<file path="src/rtl/cam_pkg.sv">
// Shared CAM definitions: geometry, word type and the scan controller FSM
// state encoding. Imported by the controller, its interface and the bench.
package cam_pkg;

  localparam int CAM_ENTRIES = 32;
  localparam int CAM_WIDTH   = 32;
  localparam int CAM_IDX_W   = 5;

  localparam logic [CAM_IDX_W-1:0] CAM_LAST_IDX = CAM_IDX_W'(CAM_ENTRIES - 1);

  typedef logic [CAM_WIDTH-1:0]   cam_word_t;
  typedef logic [CAM_ENTRIES-1:0] cam_mask_t;
  typedef logic [CAM_IDX_W-1:0]   cam_idx_t;

  typedef enum logic [1:0] {
    IDLE = 2'd0,
    SCAN = 2'd1,
    RESP = 2'd2
  } cam_state_t;

endpackage

</file>
<file path="src/rtl/cam_scan_ctrl_if.sv">
// Signal bundle between the CAM scan controller and its surroundings.
//   search channel : search_valid/search_ready, search_key, entry_valid,
//                    search_abort
//   read mux       : mux_sel (to the external 32x32 mux), mux_data (back)
//   result channel : result_valid/result_ready, result_hit, result_index
// slave  = controller side, master = requester / parent side.
interface cam_scan_ctrl_if;
  import cam_pkg::*;

  logic      search_valid;
  logic      search_ready;
  cam_word_t search_key;
  cam_mask_t entry_valid;
  logic      search_abort;

  cam_idx_t  mux_sel;
  cam_word_t mux_data;

  logic      result_valid;
  logic      result_ready;
  logic      result_hit;
  cam_idx_t  result_index;

  modport slave (
    input  search_valid, search_key, entry_valid, search_abort,
    input  mux_data, result_ready,
    output search_ready, mux_sel, result_valid, result_hit, result_index
  );

  modport master (
    output search_valid, search_key, entry_valid, search_abort,
    output mux_data, result_ready,
    input  search_ready, mux_sel, result_valid, result_hit, result_index
  );

endinterface

</file>
<file path="src/rtl/cam_scan_ctrl.sv">
// Sequential CAM search controller. Walks an external 32x32 read mux one
// entry per cycle from index 0 upward and reports the lowest valid entry
// whose word equals the latched key.
// Ports:
//   clk    - single clock, rising edge
//   rst_n  - asynchronous active-low reset
//   bus    - cam_scan_ctrl_if.slave (search, mux and result channels)
//
// state | meaning
// ------+-----------------------------------------------------------
// IDLE  | search_ready high, waiting for a search
// SCAN  | one compare per cycle at mux_sel, stepping 0..31
// RESP  | result held on result_* until result_ready
module cam_scan_ctrl
  import cam_pkg::*;
(
  input logic            clk,
  input logic            rst_n,
  cam_scan_ctrl_if.slave bus
);

  cam_state_t state_q,   state_d;
  cam_idx_t   mux_sel_q, mux_sel_d;
  cam_word_t  key_q,     key_d;
  cam_mask_t  mask_q,    mask_d;
  logic       hit_q,     hit_d;
  cam_idx_t   index_q,   index_d;

  logic       match;

  // An entry only counts when its valid bit was set at acceptance time.
  assign match = (bus.mux_data == key_q) && mask_q[mux_sel_q];

  always_ff @(posedge clk or negedge rst_n) begin
    if (!rst_n) begin
      state_q   <= IDLE;
      mux_sel_q <= '0;
      key_q     <= '0;
      mask_q    <= '0;
      hit_q     <= 1'b0;
      index_q   <= '0;
    end else begin
      state_q   <= state_d;
      mux_sel_q <= mux_sel_d;
      key_q     <= key_d;
      mask_q    <= mask_d;
      hit_q     <= hit_d;
      index_q   <= index_d;
    end
  end

  always_comb begin
    state_d   = state_q;
    mux_sel_d = mux_sel_q;
    key_d     = key_q;
    mask_d    = mask_q;
    hit_d     = hit_q;
    index_d   = index_q;

    unique case (state_q)
      IDLE: begin
        if (bus.search_valid) begin
          key_d     = bus.search_key;
          mask_d    = bus.entry_valid;
          mux_sel_d = '0;
          hit_d     = 1'b0;
          index_d   = '0;
          // Nothing can match with an empty mask; answer a miss right away.
          state_d   = (bus.entry_valid == '0) ? RESP : SCAN;
        end
      end

      SCAN: begin
        // Abort wins over a same-cycle match or final miss.
        if (bus.search_abort) begin
          state_d = IDLE;
        end else if (match) begin
          hit_d   = 1'b1;
          index_d = mux_sel_q;
          state_d = RESP;
        end else if (mux_sel_q == CAM_LAST_IDX) begin
          // Leave mux_sel parked at the last entry; no wrap.
          hit_d   = 1'b0;
          index_d = '0;
          state_d = RESP;
        end else begin
          mux_sel_d = mux_sel_q + 1'b1;
        end
      end

      RESP: begin
        if (bus.result_ready) begin
          state_d = IDLE;
        end
      end

      default: begin
        state_d = IDLE;
      end
    endcase
  end

  assign bus.search_ready = (state_q == IDLE);
  assign bus.result_valid = (state_q == RESP);
  assign bus.result_hit   = hit_q;
  assign bus.result_index = index_q;
  assign bus.mux_sel      = mux_sel_q;

endmodule
</file>
<file path="src/flat_wrapper.sv">
// flat-port wrapper written by rule: the top's interface ports become plain ports
module cam_scan_ctrl_flat import cam_pkg::*;
  (clk, rst_n, bus_search_valid, bus_search_key, bus_entry_valid, bus_search_abort, bus_mux_data, bus_result_ready, bus_search_ready, bus_mux_sel, bus_result_valid, bus_result_hit, bus_result_index);
  cam_scan_ctrl_if bus_i ();
  input logic clk;
  input logic rst_n;
  input wire logic [$bits(bus_i.search_valid)-1:0] bus_search_valid;
  input wire logic [$bits(bus_i.search_key)-1:0] bus_search_key;
  input wire logic [$bits(bus_i.entry_valid)-1:0] bus_entry_valid;
  input wire logic [$bits(bus_i.search_abort)-1:0] bus_search_abort;
  input wire logic [$bits(bus_i.mux_data)-1:0] bus_mux_data;
  input wire logic [$bits(bus_i.result_ready)-1:0] bus_result_ready;
  output wire logic [$bits(bus_i.search_ready)-1:0] bus_search_ready;
  output wire logic [$bits(bus_i.mux_sel)-1:0] bus_mux_sel;
  output wire logic [$bits(bus_i.result_valid)-1:0] bus_result_valid;
  output wire logic [$bits(bus_i.result_hit)-1:0] bus_result_hit;
  output wire logic [$bits(bus_i.result_index)-1:0] bus_result_index;
  assign bus_i.search_valid = bus_search_valid;
  assign bus_i.search_key = bus_search_key;
  assign bus_i.entry_valid = bus_entry_valid;
  assign bus_i.search_abort = bus_search_abort;
  assign bus_i.mux_data = bus_mux_data;
  assign bus_i.result_ready = bus_result_ready;
  assign bus_search_ready = bus_i.search_ready;
  assign bus_mux_sel = bus_i.mux_sel;
  assign bus_result_valid = bus_i.result_valid;
  assign bus_result_hit = bus_i.result_hit;
  assign bus_result_index = bus_i.result_index;
  cam_scan_ctrl u_core (.clk(clk), .rst_n(rst_n), .bus(bus_i));
endmodule
</file>
<file path="config.mk">
export PLATFORM = sky130hd
export DESIGN_NAME = cam_scan_ctrl_flat
export DESIGN_NICKNAME = d
export VERILOG_FILES = /design/src/rtl/cam_pkg.sv /design/src/rtl/cam_scan_ctrl_if.sv /design/src/rtl/cam_scan_ctrl.sv /design/src/flat_wrapper.sv
export SDC_FILE = /design/constraint.sdc
export NUM_CORES = 1
export LEC_CHECK = 0
export BUFFER_PORTS_ARGS = -buffer_cell sky130_fd_sc_hd__buf_2
export CAP_MARGIN = 0
export CORE_UTILIZATION = 30
export CTS_CLUSTER_DIAMETER = 150
export DETAILED_ROUTE_END_ITERATION = 16
export MAX_ROUTING_LAYER = met4
export SYNTH_ARGS = -nofsm -noshare
export SYNTH_HDL_FRONTEND = slang
export SYNTH_SLANG_ARGS = --single-unit
</file>
<file path="constraint.sdc">
create_clock -name clk -period 3.7 [get_ports clk]
set_clock_uncertainty 0.05 [all_clocks]
set_input_delay 0.74 -clock clk [delete_from_list [all_inputs] [get_ports clk]]
set_output_delay 0.74 -clock clk [all_outputs]
set_load 0.01 [all_outputs]
</file>
==> impl_metrics.ini <==
[outcome]
status = finished, final reports clean

[cts]
cts_resized = 0
cts_buffers = 9
cts_sinks = 77
clk_pin_slew_ns = 0.06
cts_setup_buffers = 0
ctsHtreeMaxLevel = 3
clockBufferDepth = 2
cts-root-buf = clkbuf_16
cts_tree = built
clk_latency_ns = 0.32
hold_buffers = 0

[logic_synthesis]
synthTopCellsByArea = dfrtp_1 52%, nand2_1 20%, xor2_1 7.6%, mux4_2 3.0%, mux2i_1 2.7%
synth_most_common_cell = nand2_1
netlist_area_um2 = 3710
netlist_top_cells_count = 199 x nand2_1, 77 x dfrtp_1, 32 x xor2_1
synth_top_family_by_area = simple AND/OR/NAND/NOR gates
synth_flop_cell = dfrtp_1
synth_top_area_frac = 0.5194
yosysTopAreaCell = dfrtp_1
synth_async_sr_flop_share = 1.000
syn_nets = 510
synthMuxAreaShare = 0.06037
ys_types = 40
yosysSeqAreaShare = 0.5194
yosys.area_share.adder = 0.006745
synth_compound_area_frac = 0.05025
syn_inst = 407
yosys.area_share.simple = 0.2617
synthXorXnorAreaFrac = 0.07555
synth.avg_cell_area_um2 = 9.115
synth_seq_cells = 77
yosysWarningCount = 0
synth_edf_count = 0

[power_and_ir_drop]
power.leakage_nw = 2.494
ir_worst_vdd_v = 0.0002387
power.density_nw_per_um2 = 528.5

[drt]
remaining_drc_errors = 0
drt_iter0_markers = 113
avgViaCountPerCell = 4.519
routed_wirelength_um = 9298
postRouteAntennaNets = 0
vias = 3019
dr.pass1.iters = 4
wl_per_cell_um = 13.92

[worst_setup_path]
required_ns = 3.85
max_stage_delay_ns = 0.62
critPathArrivalTime_ns = 2.95
critical_path_class = flip-flop to flip-flop
crit_chain = buf_4 > mux4_2 > a2bb2oi_1 > a31oi_1 > o21ai_1 > a211o_1 > o211ai_1 > o31ai_1
startpoint_type = flip-flop
cpMaxStageDelayCell = dfrtp_1
cp-end-kind = flip-flop
cp_max_fo = 9

[global_routing]
grt_start_max_net_pins = 78
overflow = 0
grt_pass1_vias = 3026
antenna_found_initial = 0
grt_first_pass_wirelength_um = 15390
gr-usage-all-layers = 0.1570

[placed_design]
detailed_place_hpwl_um = 6868
port_buffers = 113
gp_congestion = 0.7914
dp_cells = 652
post-place-ws_ns = 0.7593

[floorplanning]
fp.dieArea_um2 = 12810
start_util = 0.3089
rows = 40
num_io_pins = 114
die_w_um = 113.2
core_area_um2 = 12010
die_h_um = 113.2

[cells_and_area]
final_nets = 619
instances_no_fill = 668
area_growth_pct = 26.88
antenna_cells = 0
drive_gt1_frac = 0.2783
fillCellCount = 1247

[sta]
fmax_ghz = 0.3573
finalSetupViolCount = 0
slew_violations = 0
grt_setup_unrepaired = false
setup_slack_ns = 0.9013
fin_crit_ns = 2.799
hold_violations = 0
worstMarginPinSlew_ns = 0.9743
tns_ns = 0
period_share = 0.7564
max_slew_margin = 0.3504

[flow_run]
cap_violations = 0

[worst_hold_path]
hold_class = flip-flop to flip-flop
## per-stage QoR
| step | total power (W) | utilization | instance area (µm²) | hold WS [ns] |
|---|---|---|---|---|
| after floorplan | 0.001459 | - | 3710 | 0.3903 |
| after global placement | 0.001631 | 0.3675 | 4414 | 0.4048 |
| after detailed placement | 0.001648 | 0.3675 | 4414 | 0.4069 |
| after CTS | 0.002526 | 0.3919 | 4707 | 0.4233 |
| after global routing | 0.002645 | 0.3919 | 4707 | 0.4454 |
| final | 0.002488 | 0.3919 | 4707 | 0.4189 |
## sequential cells by signal, summed over array words and instances, names as in the netlist
name                     flops
u_core.bus.result_index      5
u_core.mask_q               32
u_core.bus.mux_sel           5
u_core.state_q               2
u_core.key_q                32
u_core.bus.result_hit        1
## per-layer routing
metal,vias to the layer above,GRT usage,share of wire
li1,1553,-,-
met1,1381,0.2098,0.50
met2,77,0.2495,0.47
met3,8,0.02625,0.030
met4,0,0.03684,0.0084
met5,-,-,0
## kinds of logic (layout without fill, tap and decap cells)
logic type / after synthesis / count (layout)
flops: 77 / 77
xor+xnor: 32 / 32
mux: 16 / 16
simple gates: 234 / 234
buf+inv: 23 / 137
compound gates: 23 / 23
fa+ha+maj: 2 / 2
## path summary, 6_finish.rpt
check / from / endpoint / slack [ns] / depth (start not counted)
worst min register to register: u_core.mask_q[8]$_DFFE_PN0P_ / u_core.mask_q[8]$_DFFE_PN0P_ / 0.42 / 2
worst max register to register: u_core.bus.mux_sel[0]$_DFFE_PN0P_ / u_core.bus.mux_sel[3]$_DFFE_PN0P_ / 0.90 / 8
max in group asynchronous: rst_n / u_core.mask_q[5]$_DFFE_PN0P_ / 2.45 / 1
worst max-delay path: u_core.bus.mux_sel[0]$_DFFE_PN0P_ / u_core.bus.mux_sel[3]$_DFFE_PN0P_ / 0.90 / 8
min in group asynchronous: rst_n / u_core.key_q[21]$_DFFE_PN0P_ / 0.53 / 1
worst min-delay path: u_core.mask_q[8]$_DFFE_PN0P_ / u_core.mask_q[8]$_DFFE_PN0P_ / 0.42 / 2
## final cells by class
type	instances	area [µm²]	area share
flip-flops and latches	77	1927	0.4094
clock inverters	6	63.81	0.01356
clock buffers	10	229.0	0.04864
multi-input cells	307	1690	0.3591
inverters	4	15.01	0.003190
repair buffers	117	598.1	0.1271
well taps	147	183.9	0.03907
## power breakdown
| part | switching (W) | total (W) | internal [W] |
|---|---|---|---|
| clock | 0.000341 | 0.000862 | 0.000521 |
| sequential | 0.000127 | 0.00112 | 0.000996 |
| combinational | 0.000264 | 0.000503 | 0.000238 |
| total | 0.000733 | 0.00249 | 0.00176 |
## critical path, delay by kind of cell, from the launching register on
family,cells,cell delay (ns)
AO/OA/AOI/OAI,6,1.20
buffers and inverters,1,0.29
flip-flops,1,0.62
multiplexers,1,0.52
## cell usage in the layout (no fill, tap or decap), drive strengths merged, types with 3 or more instances in the layout
cell type,instances
xor2,32
clkbuf,10
mux2i,10
o21ai,3
nand4,4
nor4,17
buf,117
nand2,199
mux4,5
clkinv,3
a22o,5
dfrtp,77
nor2,5
inv,4
Power figures use the tool's default switching activity.
